File: config.mk
export PLATFORM = sky130hd
export DESIGN_NAME = lives_hit_manager
export DESIGN_NICKNAME = d
export VERILOG_FILES = /design/src/rtl/lives_hit_manager.sv
export SDC_FILE = /design/constraint.sdc
export NUM_CORES = 1
export LEC_CHECK = 0
export CORE_ASPECT_RATIO = 1.4
export CORE_MARGIN = 8
export CORE_UTILIZATION = 53
export DETAILED_ROUTE_END_ITERATION = 7
export GPL_TIMING_DRIVEN = 0
export PLACE_DENSITY = 0.76
export SYNTH_ARGS = -nofsm -noshare
export SYNTH_HDL_FRONTEND = slang
export SYNTH_SLANG_ARGS = --single-unit
File: constraint.sdc
create_clock -name clk -period 2.2 [get_ports clk]
set_input_delay 0.22 -clock clk [delete_from_list [all_inputs] [get_ports clk]]
set_output_delay 0.22 -clock clk [all_outputs]
set_load 0.02 [all_outputs]
File: src/rtl/lives_hit_manager.sv
// Player-tank lives tracker: hit counting, frame-based invulnerability with blink, respawn strobe, game over.
// Optional build macro EXTRA_LIFE_EN enables bonusEvent pickups that give back one life.
module lives_hit_manager #(
    parameter int MAX_LIVES     = 3,
    parameter int INVULN_FRAMES = 120,
    parameter int BLINK_FRAMES  = 8
) (
    input  logic       clk,
    input  logic       resetN,
    input  logic       startOfFrame,
    input  logic       hitEvent,
    input  logic       bonusEvent,
    input  logic       restart,
    output logic [1:0] death,
    output logic       gameOver,
    output logic       invulnerable,
    output logic       tankVisible,
    output logic       respawnPulse
);

    typedef enum logic [1:0] {ALIVE, INVULN, GAME_OVER} state_t;

    localparam logic [1:0] MAX_L  = 2'(MAX_LIVES);
    localparam logic [7:0] INV_F  = 8'(INVULN_FRAMES);
    localparam logic [7:0] BLK_F  = 8'(BLINK_FRAMES);

    state_t     state_q, state_d;
    logic [1:0] death_q, death_d;
    logic [7:0] frame_cnt_q, frame_cnt_d;
    logic       hit_d_q;
    logic       hit_rise;
    logic       bonus_rise;
    logic       respawn_q, respawn_d;
    logic       game_over_q, game_over_d;
    logic       invuln_q, invuln_d;
    logic       visible_q, visible_d;
    logic [7:0] elapsed;
    logic [7:0] blink_idx;

    assign hit_rise = hitEvent & ~hit_d_q;

`ifdef EXTRA_LIFE_EN
    logic bonus_d_q;
    assign bonus_rise = bonusEvent & ~bonus_d_q;
    always_ff @(posedge clk or negedge resetN) begin
        if (!resetN) bonus_d_q <= 1'b0;
        else         bonus_d_q <= bonusEvent;
    end
`else
    logic unused_bonus;
    assign unused_bonus = bonusEvent;
    assign bonus_rise   = 1'b0;
`endif

    // State register together with the counters it owns
    always_ff @(posedge clk or negedge resetN) begin
        if (!resetN) begin
            state_q     <= ALIVE;
            death_q     <= 2'd0;
            frame_cnt_q <= 8'd0;
            hit_d_q     <= 1'b0;
        end else begin
            state_q     <= state_d;
            death_q     <= death_d;
            frame_cnt_q <= frame_cnt_d;
            hit_d_q     <= hitEvent;
        end
    end

    always_comb begin
        state_d     = state_q;
        death_d     = death_q;
        frame_cnt_d = frame_cnt_q;
        respawn_d   = 1'b0;
        if (restart) begin
            state_d     = ALIVE;
            death_d     = 2'd0;
            frame_cnt_d = 8'd0;
        end else begin
            case (state_q)
                ALIVE: begin
                    if (hit_rise) begin
                        if (death_q + 2'd1 == MAX_L) begin
                            state_d = GAME_OVER;
                            death_d = MAX_L;
                        end else begin
                            state_d     = INVULN;
                            death_d     = death_q + 2'd1;
                            frame_cnt_d = INV_F;
                            respawn_d   = 1'b1;
                        end
                    end else if (bonus_rise && death_q != 2'd0) begin
                        death_d = death_q - 2'd1;
                    end
                end
                INVULN: begin
                    if (startOfFrame) begin
                        if (frame_cnt_q <= 8'd1) begin
                            frame_cnt_d = 8'd0;
                            state_d     = ALIVE;
                        end else begin
                            frame_cnt_d = frame_cnt_q - 8'd1;
                        end
                    end
                    if (bonus_rise && death_q != 2'd0) death_d = death_q - 2'd1;
                end
                GAME_OVER: death_d = MAX_L;
                default: begin
                    state_d = ALIVE;
                    death_d = 2'd0;
                end
            endcase
        end
    end

    // Outputs follow the next state so they land on the same edge as the state change
    always_comb begin
        elapsed     = INV_F - frame_cnt_d;
        blink_idx   = elapsed / BLK_F;
        game_over_d = 1'b0;
        invuln_d    = 1'b0;
        visible_d   = 1'b1;
        case (state_d)
            INVULN: begin
                invuln_d  = 1'b1;
                visible_d = ~blink_idx[0];
            end
            GAME_OVER: begin
                game_over_d = 1'b1;
                visible_d   = 1'b0;
            end
            default: ;
        endcase
    end

    always_ff @(posedge clk or negedge resetN) begin
        if (!resetN) begin
            respawn_q   <= 1'b0;
            game_over_q <= 1'b0;
            invuln_q    <= 1'b0;
            visible_q   <= 1'b1;
        end else begin
            respawn_q   <= respawn_d;
            game_over_q <= game_over_d;
            invuln_q    <= invuln_d;
            visible_q   <= visible_d;
        end
    end

    assign death        = death_q;
    assign gameOver     = game_over_q;
    assign invulnerable = invuln_q;
    assign tankVisible  = visible_q;
    assign respawnPulse = respawn_q;

endmodule
==> qor.yml <==
outcome: "finished clean"
fillCellCount: 167
drive_gt1_share_pct: 16.24
crit_arrival_ns: 2.31
rr_startpoint: "frame_cnt_q[0]$_DFF_PN0_"
fin_setup_tns_ns: 0
initialDrtViolationCount: 15
fin_total_pwr_mw: 0.7305
final_common_cell: "dfrtp_1"
place.gp.congestion: 0.8371
power_frac_comb_pct: 28.0
grt.total_usage_pct: 14.13
synth-async-reset-ratio_pct: 100.0
wire_per_inst_um: 15.25
ys_top_cells_by_area: "dfrtp_1 40%, a21oi_1 6.1%, nor2_1 4.6%, ha_1 3.8%, nor3_1 3.0%"
most-common-layout-cells: "16 x dfrtp_1, 12 x a21oi_1, 12 x nor2_1, 10 x clkdlybuf4s50_1, 7 x nand2_1"
ant_nets: 0
via_per_inst: 6.000
syn_inst: 103
r2r_end: "tankVisible$_DFF_PN1_"
first_pass_iters: 4
antenna_found_initial: 0
netlist.area_leader.share_pct: 40.46
regArea_sq_um: 426.7
reg2reg_slack_ns: 0.12
cts_buffers: 3
drt_wl_total_mm: 2.089
peakVddDrop_uv: 468.9
core_sq_mm: 0.001757
critPathCaptureType: "flip-flop"
fin_area_sq_mm: 0.001142
vias: 822
fin_hold_ws_ns: 0.3680
required_ns: 2.42
period_share_pct: 94.62
cts_setup_buffers: 0
p_per_area_mw_per_mm2: 639.5
portBuffers: 10
crit_path_start: "frame_cnt_q[0]$_DFF_PN0_"
swShare_pct: 32.94
syn_avg_cell_area_sq_um: 9.609
synth_top_flop_cell: "dfrtp_1"
grt_pass1_vias: 896
fp.dieH_um: 67.13
p_int_mw: 0.4899
hold_violations: 0
min_path_type: "primary input to async pin"
cts_resized: 0
drv_cap: 0
fmax_mhz: 480.4
slew_headroom_pct: 48.24
area.growth.synth_to_final_pct: 15.42
p_switching_mw: 0.2406
synth_edf_count: 0
rows: 18
htree_num_levels: 1
tightest_slew_ns: 0.7740
setup_viol: 0
synth.distinct_cells: 38
fin_ws_ns: 0.1184
synth_area_sq_um: 989.7
nNetsFinal: 127
antenna_cells: 0
fin_crit_ns: 2.082
multi_input_area_sq_um: 519.2
critPathKind: "flip-flop to flip-flop"
die_area_sq_mm: 0.003526
skew_ns: 0.003660
overflow: 0
cts_tree: "built"
clkPwrFrac_pct: 23.4
ys_ff_latch: 17
grt_max_degree: 18
drc_errors: 0
cp_max_fo: 7
rr_worst_depth: 7
p_leak_nw: 0.5413
die_width_um: 52.52
grt_setup_unrepaired: "no"
pin_count: 12
synthesis.nets: 112
root_buffer: "clkbuf_4"
post_dp_cell_area_sq_mm: 0.001115
cts_hold_buffers: 0
yosysWarnings: 0
start_util_pct: 56.34
yosysSeqAreaShare_pct: 43.11
cts.sinks: 17
dp_hpwl_mm: 1.636
critPathLaunchType: "flip-flop"
grt_pass1_wl_mm: 3.801
clkTransAtPathRegs_ns: 0.10
power_frac_seq_pct: 48.6
yosysTopAreaCell: "dfrtp_1"
cts_buffer_depth: 2
pre_cts_slack_ns: 0.09684
final-max-slew-violation-count: 0
insertion_delay_ns: 0.30
==> sequential cells by signal (all words and copies together) (netlist names) <==
name,cells
respawnPulse,1
tankVisible,1
invulnerable,1
state_q,2
gameOver,1
hit_d_q,1
frame_cnt_q,8
death,2
==> per-layer routing <==
metal | GRT usage, % | wire [um]
met1 | 14.53 | 798
met2 | 23.81 | 1115
met3 | 4.396 | 91
met4 | 9.416 | 83
met5 | 0 | 0
==> per-stage QoR <==
stage	util, %	std cells
after global placement	63.46	133
after floorplan	-	103
after detailed placement	63.46	133
after CTS	65.03	137
after global routing	65.03	137
final	65.03	137
==> area by class of cell <==
type                       instances  area share [%]
clock inverter                     1          0.4381
sequential                        17           37.35
clock buffer                       3           1.972
timing repair buffer              10           8.762
tap                               20           2.191
buffer                             4           1.862
inverter                           6           1.972
multi-input combinational         76           45.45
==> cell families (layout without fill, tap and decap cells) <==
kind of cell	after synthesis	after routing	synth area share, %
xor+xnor	2	2	1.770
fa+ha+maj	3	3	3.793
compound gates	30	30	21.49
mux	1	1	1.011
simple gates	40	40	24.40
buf+inv	10	24	4.425
flops	17	17	43.11
==> worst max-delay path by stage <==
stage / to / slack (ns)
after floorplan: tankVisible$_DFF_PN1_ / 0.20
after global placement: frame_cnt_q[5]$_DFFE_PN0P_ / 0.11
after detailed placement: frame_cnt_q[5]$_DFFE_PN0P_ / 0.1
after CTS: tankVisible$_DFF_PN1_ / 0.14
after global routing: frame_cnt_q[4]$_DFFE_PN0P_ / 0.02
final: tankVisible$_DFF_PN1_ / 0.12
==> synth_stat cells, types with 3 or more instances <==
cell     number
nor3_1        6
o21ai_1       4
ha_1          3
nor2_1       12
inv_1         6
a21oi_1      12
nand2_1       7
dfrtp_1      16
==> worst max-delay path: stages, from the launching register on <==
cell and delay (ns):
dfrtp_1 0.47, inv_1 0.07, ha_1 0.26, o211a_1 0.28, or4b_4 0.54, o211ai_2 0.09
xor2_1 0.21, a21oi_1 0.10
==> power by group through the flow <==
| stage | logic [mW] | registers (mW) | clock network, mW |
|---|---|---|---|
| floorplan | 0.135 | 0.366 | 0 |
| global placement | 0.197 | 0.360 | 0 |
| detailed placement | 0.205 | 0.361 | 0 |
| CTS | 0.206 | 0.355 | 0.172 |
| global route | 0.228 | 0.358 | 0.189 |
| finish | 0.204 | 0.355 | 0.171 |
(Power assumes the default switching activity.)
==> RTL change, RTL diff (same settings) <==
Put one more register stage on the output `invulnerable`, cleared by the reset. The value now appears one clock later. The other outputs are not delayed to match.
--- a/src/rtl/lives_hit_manager.sv
+++ b/src/rtl/lives_hit_manager.sv
@@ -149,7 +149,13 @@
 
     assign death        = death_q;
     assign gameOver     = game_over_q;
-    assign invulnerable = invuln_q;
+    always_ff @(posedge clk or negedge resetN) begin
+        if (!resetN) begin
+            invulnerable <= '0;
+        end else begin
+            invulnerable <= invuln_q;
+        end
+    end
     assign tankVisible  = visible_q;
     assign respawnPulse = respawn_q;
 
Formal check against the unedited RTL: not equivalent (Yosys sat finds a counterexample within 4 cycles, from zero or initial values and one cycle with resetN low).
==> RTL change against the original RTL <==
  * Sequential power grew 5%
  * Power grew 8.2%
  * Maximum frequency shrank 3.5%
  * First-iteration DRC count grew to 4.1 times the old value
  * Routed wire length grew 15%
  * Setup slack lost 0.075 ns
  * Sequential cell count grew 1
  * Via count grew 14%
  * Largest cell class unchanged
  * Area after synthesis grew 2.7%
  * Final area grew 6.6%
==> RTL change: results (changes against the original RTL) <==
| Metric | Value |
|---|---|
| Run status | `finished, final reports clean` |
| Post-DR vias/cell | `6.49 (+8.1%)` |
| Total Wirelength | `2400 um (+15%)` |
| CP max stage cell | `or4_4` |
| Arrival @ worst endpoint | `2.37 ns (+0.06 ns)` |
| Vias in the first global route | `901 (+0.56%)` |
| Initial DRC count | `62 (+47)` |
| Synth warn | `0 (unchanged)` |
| CP max stage delay | `0.61 ns (+0.07 ns)` |
| Total CTS buffers | `3 (unchanged)` |
| Post-synth top cells | `dfrtp_1, a21oi_1, nor2_1` |
| Area after DPL | `1140 um2 (+2.4%)` |
| Max Freq | `0.464 GHz (-3.5%)` |
| Vias | `934 (+14%)` |
| RR Startpoint | `frame_cnt_q[2]$_DFF_PN0_` |
| Total Routing Usage GR | `14.5% (+0.39 points)` |
| Sequential share of the synthesized area | `44.5% (+1.3 points)` |
| Layout Nets | `134 (+5.5%)` |
| Hold Slack | `0.357 ns (-0.0108 ns)` |
| Port bufs | `10 (unchanged)` |
| Mean post-synth cell area | `9.32 um2 (-3.0%)` |
| Worst-path clk slew | `0.12 ns (+0.02 ns)` |
| Routability cong. | `0.893 (+6.6%)` |
| Net switching power figure | `0.000248 W (+3.0%)` |
| Setup total negative slack | `0 ns (unchanged)` |
| Hpwl dp | `1720 um (+5.3%)` |
| Worst R2R Path Depth | `6 (-1)` |
| CTS max path bufs | `2 (unchanged)` |
| Synth async-reset ratio | `100% (unchanged)` |
| Layout cell share with drive strength beyond 1 | `16.9% (+0.70 points)` |
| Post-synth top area cell | `dfrtp_1` |
| CP delay by family, top | `simple AND/OR/NAND/NOR gates` |
| Lkg Pwr | `0.515 nW (-4.8%)` |
| Skew final | `0.0171 ns (+0.0134 ns)` |
| Largest net degree at the start of global routing | `19 (+1)` |
| DP Worst Slack | `-0.122 ns (-0.218 ns)` |
| Synth area leaders | `dfrtp_1, a21oi_1, nor3_1` |
| Routed Antenna Nets | `0 (unchanged)` |
| Peak VDD IR | `0.494 mV (+5.4%)` |
| Main synth FF type | `dfrtp_1` |
| First-pass GRT wire length | `3980 um (+4.7%)` |
| Cell variety after synth | `39 (+2.6%)` |
| Placed Cells | `139 (+4.5%)` |
| Max_slew headroom | `46.7% (-1.6 points)` |
| Mapped Nets | `118 (+5.4%)` |
-- RTL change: logic make-up after synthesis --
kind of cell,share of synthesized area (%)
AOI/OAI and AO/OA,23.6
adders and majority gates,3.69
buffers and inverters,4.80
DFF,44.5
muxes,0.985
and+or+nand+nor,22.4
-- RTL change: layout make-up --
type | instances | area, um2
buffer | 4 | 18.8
clock buffer | 4 | 36.3
fill | 140 | 562
inverter | 8 | 30.0
multi-input combinational | 79 | 547
sequential | 18 | 453
tap | 20 | 25.0
timing repair buffer | 11 | 108
-- RTL change: what timing repair did --
item	4_1_cts	5_1_grt
pin swaps	1	2
hold buffers	0	0
gates resized for setup	3	6
setup buffers	0	1
setup endpoints to repair	1	1
-- RTL change: worst max-delay path by stage --
stage	start	endpoint	cells after the start
2_1_floorplan	death[0]$_DFFE_PN0P_	tankVisible$_DFF_PN1_	7
3_3_place_gp	hitEvent	tankVisible$_DFF_PN1_	6
3_5_place_dp	hitEvent	tankVisible$_DFF_PN1_	6
4_1_cts	frame_cnt_q[2]$_DFF_PN0_	tankVisible$_DFF_PN1_	5
5_1_grt	frame_cnt_q[2]$_DFF_PN0_	tankVisible$_DFF_PN1_	5
6_report	frame_cnt_q[2]$_DFF_PN0_	tankVisible$_DFF_PN1_	6
-- RTL change: power groups by stage --
stage,logic [W],registers [W],clock network [W]
2_1_floorplan,0.000122,0.000383,0
3_3_place_gp,0.000184,0.000377,0
3_5_place_dp,0.000189,0.000378,0
4_1_cts,0.000191,0.000371,0.000212
5_1_grt,0.000226,0.000375,0.000229
6_report,0.000206,0.000373,0.000212
-- RTL change: routing by layer --
metal  wire [um]  GRT usage, %  vias to the layer above
li1            -             -                      437
met1         996          17.0                      443
met2        1180          23.8                       43
met3         162          3.52                       11
met4          59          7.14                        0
met5           0             0                        -
